## config.mk

```make
export PLATFORM = sky130hd
export DESIGN_NAME = uart_tx_fifo
export DESIGN_NICKNAME = d
export VERILOG_FILES = /design/src/rtl/uart_tx_fifo.sv
export SDC_FILE = /design/constraint.sdc
export NUM_CORES = 1
export LEC_CHECK = 0
export ABC_AREA = 1
export CORE_MARGIN = 4
export CORE_UTILIZATION = 54
export CTS_CLUSTER_SIZE = 14
export DETAILED_ROUTE_END_ITERATION = 16
export MAX_ROUTING_LAYER = met4
export PLACE_DENSITY = 0.79
export SETUP_SLACK_MARGIN = 0.05
export SYNTH_ARGS = -nofsm -noshare
export SYNTH_HDL_FRONTEND = slang
export SYNTH_SLANG_ARGS = --single-unit
```

## constraint.sdc

```tcl
create_clock -name CLK -period 3.7 [get_ports CLK]
set_clock_uncertainty 0.05 [all_clocks]
set_input_delay 0.37 -clock CLK [delete_from_list [all_inputs] [get_ports CLK]]
set_output_delay 0.37 -clock CLK [all_outputs]
set_load 0.05 [all_outputs]
```

## src/rtl/uart_tx_fifo.sv

```systemverilog
// Buffered 8N1 UART transmitter. CPU byte stores land in a small FIFO in
// one cycle. An independent frame state machine drains the FIFO onto
// uartTxPin at CLKS_PER_BIT clocks per bit, running frames back to back.
module uart_tx_fifo #(
  parameter int CLKS_PER_BIT = 434,
  parameter int FIFO_DEPTH   = 16
) (
  input  logic                          CLK,
  input  logic                          RST,
  input  logic                          wr_en,
  input  logic [7:0]                    wr_data,
  input  logic                          clr_ovf,
  output logic                          full,
  output logic                          empty,
  output logic [$clog2(FIFO_DEPTH):0]   count,
  output logic                          busy,
  output logic                          overflow,
  output logic                          uartTxPin
);
  localparam int AW = $clog2(FIFO_DEPTH);
  localparam int CW = AW + 1;

  typedef enum logic [1:0] {IDLE, START, DATA, STOP} state_t;

  state_t         state_q, state_d;
  logic [15:0]    bit_cnt_q, bit_cnt_d;
  logic [2:0]     idx_q, idx_d;
  logic [7:0]     sh_q, sh_d;
  logic           tx_q, tx_d;
  logic [AW-1:0]  wptr_q, wptr_d, rptr_q, rptr_d;
  logic [CW-1:0]  cnt_q, cnt_d;
  logic           full_q, full_d, empty_q, empty_d, ovf_q, ovf_d;
  logic [7:0]     mem_q [FIFO_DEPTH];

  logic push, drop, pop, bit_done;

  // Push/drop decision uses the registered (pre-edge) full flag only.
  assign push     = wr_en & ~full_q;
  assign drop     = wr_en &  full_q;
  assign bit_done = (bit_cnt_q == 16'(CLKS_PER_BIT - 1));

  // Frame sequencer: next state, bit timing, pop and the next line level.
  always_comb begin
    state_d   = state_q;
    bit_cnt_d = bit_cnt_q;
    idx_d     = idx_q;
    sh_d      = sh_q;
    pop       = 1'b0;
    case (state_q)
      IDLE: begin
        if (!empty_q) begin
          pop       = 1'b1;
          sh_d      = mem_q[rptr_q];
          bit_cnt_d = '0;
          state_d   = START;
        end
      end
      START: begin
        if (bit_done) begin
          bit_cnt_d = '0;
          idx_d     = '0;
          state_d   = DATA;
        end else begin
          bit_cnt_d = bit_cnt_q + 16'd1;
        end
      end
      DATA: begin
        if (bit_done) begin
          bit_cnt_d = '0;
          if (idx_q == 3'd7) state_d = STOP;
          else               idx_d   = idx_q + 3'd1;
        end else begin
          bit_cnt_d = bit_cnt_q + 16'd1;
        end
      end
      STOP: begin
        if (bit_done) begin
          bit_cnt_d = '0;
          if (!empty_q) begin
            // Chain straight into the next start bit, no idle gap.
            pop     = 1'b1;
            sh_d    = mem_q[rptr_q];
            state_d = START;
          end else begin
            state_d = IDLE;
          end
        end else begin
          bit_cnt_d = bit_cnt_q + 16'd1;
        end
      end
      default: state_d = IDLE;
    endcase
    // The line level follows the state being entered, so the pin register
    // changes on the same edge as the state.
    case (state_d)
      START:   tx_d = 1'b0;
      DATA:    tx_d = sh_d[idx_d];
      default: tx_d = 1'b1;
    endcase
  end

  // FIFO bookkeeping: pointers, explicit occupancy, flags and sticky overflow.
  always_comb begin
    wptr_d = push ? wptr_q + AW'(1) : wptr_q;
    rptr_d = pop  ? rptr_q + AW'(1) : rptr_q;
    case ({push, pop})
      2'b10:   cnt_d = cnt_q + CW'(1);
      2'b01:   cnt_d = cnt_q - CW'(1);
      default: cnt_d = cnt_q;
    endcase
    full_d  = (cnt_d == CW'(FIFO_DEPTH));
    empty_d = (cnt_d == '0);
    ovf_d   = drop | (ovf_q & ~clr_ovf);
  end

  // State registers with synchronous reset; reset aborts any frame in flight.
  always_ff @(posedge CLK) begin
    if (RST) begin
      state_q   <= IDLE;
      bit_cnt_q <= '0;
      idx_q     <= '0;
      sh_q      <= '0;
      tx_q      <= 1'b1;
      wptr_q    <= '0;
      rptr_q    <= '0;
      cnt_q     <= '0;
      full_q    <= 1'b0;
      empty_q   <= 1'b1;
      ovf_q     <= 1'b0;
    end else begin
      state_q   <= state_d;
      bit_cnt_q <= bit_cnt_d;
      idx_q     <= idx_d;
      sh_q      <= sh_d;
      tx_q      <= tx_d;
      wptr_q    <= wptr_d;
      rptr_q    <= rptr_d;
      cnt_q     <= cnt_d;
      full_q    <= full_d;
      empty_q   <= empty_d;
      ovf_q     <= ovf_d;
    end
  end

  // FIFO storage; contents need no reset since the pointers define validity.
  always_ff @(posedge CLK) begin
    if (!RST && push) mem_q[wptr_q] <= wr_data;
  end

  assign full      = full_q;
  assign empty     = empty_q;
  assign count     = cnt_q;
  assign busy      = (state_q != IDLE);
  assign overflow  = ovf_q;
  assign uartTxPin = tx_q;

endmodule

```

==> metrics.yaml <==
setup_slack_ns: 0.5508
rr_worst_depth: 17
place_area_sq_um: 8457
cts.root.buffer_cell: "sky130_fd_sc_hd__clkbuf_16"
synth.top_cells.by_area: "sky130_fd_sc_hd__edfxtp_1, sky130_fd_sc_hd__dfxtp_1, sky130_fd_sc_hd__nand2_1"
max_freq_ghz: 0.3175
antenna_diode_count: 0
dp_hpwl_um: 11150
die_height_um: 130.4
postCtsSetupBuffers: 0
totalPowerFinal_w: 0.005539
worstHoldPathType: "register to register"
clkLatencyLatePin_ns: 0.42
final.min_clock_period_ns: 3.149
critical_path.slowest_cell: "sky130_fd_sc_hd__dfxtp_1"
cts-buffers-inserted: 17
leading_post_synthesis_cells_by_instance_count: "sky130_fd_sc_hd__nand2_1, sky130_fd_sc_hd__edfxtp_1, sky130_fd_sc_hd__nand3_1"
detail_route.wl_per_cell_um: 16.06
yosysMostFrequentCell: "sky130_fd_sc_hd__nand2_1"
syn-instance-count: 871
critPathLaunchType: "register"
vias_per_cell: 5.547
timing.rr.end: "full"
synth_sequential_area_ratio_pct: 59.85
site_rows: 44
die_w_um: 130.4
firstDrtPassIters: 5
synth_edf_count: 128
dpl_worst_slack_ns: 0.5973
critical_path.n_buffers_inverters: 2
synthesized_net_count: 899
top_ports: 22
power.density_nw_per_um2: 612.0
ffs_w_async_s_r_synth_pct: 0
grt_pass1_vias: 5502
setup_tns_after_final_layout_ns: 0
postSynth.topFlopCell: "sky130_fd_sc_hd__edfxtp_1"
grt_setup_unrepaired: "false"
min-delay-start: "overflow"
synth_area_per_cell_sq_um: 9.294
layout_worst_path_cycle_share_pct: 85.11
globalplace.congestion: 0.9053
vias: 6007
tightest_slew_ns: 0.8263
leakage_dissipation_nw: 3.541
timing.reg2reg.setup_slack_ns: 0.55
critical_path_cell_count: 17
arrival_time_at_the_worst_endpoint_ns: 3.46
first_pass_grt_wire_length_um: 27460
tritoncts: "yes"
synth_top_cell_by_area: "sky130_fd_sc_hd__edfxtp_1"
detailedRoute.firstIterationViolations: 490
timing.critical_path.max_delay_family: "simple AND/OR/NAND/NOR gates"
timing.rr.start: "state_q[0]"
vdd_drop_max_mv: 0.4074
setup.worst_path.class: "register to register"
setup.worst_path.start: "state_q[0]"
fin_nets: 914
path_clk_slew_ns: 0.06
outcome: "complete, no violations"
yosysTopAreaCellShare_pct: 47.48
post_synth_instance_area_sq_um: 8095
placement.io_buffers: 21
worstSetupEndpoint: "full"
fin_hold_ws_ns: 0.4157
grt_max_degree: 35
ctsHtreeMaxLevel: 4
synth_cell_type_count: 43
synth-seq-cells: 178
cts.hold.buffers_added: 0
grt_antenna_before_repair: 0
fp.dieArea_sq_um: 17010
design_area_sq_um: 9051
total_track_usage_pct: 21.94
timing.critical_path.required_ns: 4.01
cts_repair_resize_count: 0
yosys_warnings: 0
initial_utilization_pct: 55.49
layout-drive-gt1-share_pct: 6.340
slew_headroom_pct: 44.71
finalSetupViolCount: 0
timing.critical_path.cells: "inv_1, ha_1, nor2_1, nor2_4, nand3_4, clkinv_1, ha_1, xor2_1, ha_1, a21oi_1, nor2_1, nand2_1, o31ai_1, o211ai_1, xnor2_1, nand2_1, nor2_1"
numClockSinks: 178
worst_path_largest_cell_delay_ns: 0.40
clock_tree_buf_depth: 2
layout-area-overhead-vs-synth_pct: 11.81
grt_overflow: 0
post-route-drc-count: 0
number_of_hold_slack_violations_in_the_final_timing_report: 0
end_kind: "register"
core_sq_um: 14590
drt.antenna.violating_nets: 0
largest_fanout_on_the_critical_path: 13
max_cap_viol_count: 0
timing.final.max_slew_violations: 0
detail_route.wirelength_um: 17390
-- cell usage in the layout, fill, tap and decap left out, drive strengths merged, types with 3 or more instances in the layout --
| cell type | Yosys | layout |
|---|---|---|
| ha | 16 | 16 |
| a21oi | 36 | 36 |
| buf | 17 | 8 |
| nor2 | 96 | 96 |
| nand4 | 6 | 6 |
| bufinv | 0 | 3 |
| a211oi | 3 | 3 |
| xor2 | 6 | 6 |
| o21ai | 39 | 39 |
| inv | 90 | 91 |
| clkbuf | 16 | 19 |
| nand3 | 109 | 109 |
| nand2 | 228 | 228 |
| nor3 | 4 | 4 |
| clkdlybuf4s50 | 0 | 21 |
| edfxtp | 128 | 128 |
| dfxtp | 50 | 50 |
| o211ai | 6 | 6 |
| a31oi | 3 | 3 |
| clkinv | 2 | 9 |
-- worst min path at each step --
stage | to | slack (ns) | depth (start not counted)
5_1_grt | overflow | 0.44 | 2
3_5_place_dp | overflow | 0.41 | 2
4_1_cts | overflow | 0.42 | 2
3_3_place_gp | overflow | 0.40 | 2
6_report | overflow | 0.42 | 2
2_1_floorplan | register | 0.41 | 2
-- per-layer routing --
metal / GRT usage, % / vias to the layer above / routed length (um)
met3: 4.593 / 53 / 1145
li1: - / 2947 / -
met2: 35.00 / 249 / 8584
met1: 27.29 / 2758 / 7112
met5: - / - / 0
met4: 9.619 / 0 / 546
-- logic make-up after synthesis --
family,count (synthesis),synth area share [%]
flops,178,59.85
buf+inv,125,6.152
compound gates,95,6.569
simple gates,447,23.85
fa+ha+maj,16,2.473
xor+xnor,8,0.8656
mux,2,0.2473
-- sequential cells by signal (all words and copies together), names as in the netlist, named ones only --
| signal | cells |
|---|---|
| bit_cnt_q | 16 |
| wptr_q | 4 |
| mem_q | 128 |
| count | 5 |
| empty | 1 |
| idx_q | 3 |
| rptr_q | 4 |
| uartTxPin | 1 |
| overflow | 1 |
| state_q | 2 |
| full | 1 |
| sh_q | 8 |
-- per-stage QoR --
step | utilization (%) | std cells
floorplan | - | 871
global placement | 57.97 | 1051
detailed placement | 57.97 | 1051
CTS | 62.04 | 1083
global route | 62.04 | 1083
finish | 62.04 | 1083
-- final cells by class --
cell class | count | area (sq um)
clock buffers | 19 | 432.9
clock inverters | 13 | 161.4
fillers | 1068 | 5538
inverters | 92 | 345.3
multi-input cells | 568 | 2753
flip-flops and latches | 178 | 4846
well taps | 184 | 230.2
repair buffers | 29 | 282.8
-- worst register-to-register path: stages (launching register included) --
cell and delay (ns):
sky130_fd_sc_hd__dfxtp_1 0.40, sky130_fd_sc_hd__inv_1 0.11, sky130_fd_sc_hd__ha_1 0.27, sky130_fd_sc_hd__nor2_1 0.25, sky130_fd_sc_hd__nor2_4 0.11, sky130_fd_sc_hd__nand3_4 0.17, sky130_fd_sc_hd__clkinv_1 0.20, sky130_fd_sc_hd__ha_1 0.29
sky130_fd_sc_hd__xor2_1 0.22, sky130_fd_sc_hd__ha_1 0.18, sky130_fd_sc_hd__a21oi_1 0.05, sky130_fd_sc_hd__nor2_1 0.13, sky130_fd_sc_hd__nand2_1 0.08, sky130_fd_sc_hd__o31ai_1 0.07, sky130_fd_sc_hd__o211ai_1 0.13, sky130_fd_sc_hd__xnor2_1 0.19
sky130_fd_sc_hd__nand2_1 0.10, sky130_fd_sc_hd__nor2_1 0.11
-- power by group --
group	switching, W	internal (W)
clock network	0.000723	0.00106
registers	0.000103	0.00223
logic	0.000980	0.000437
total	0.00181	0.00373
No activity file was read; power rests on OpenSTA's default activity.
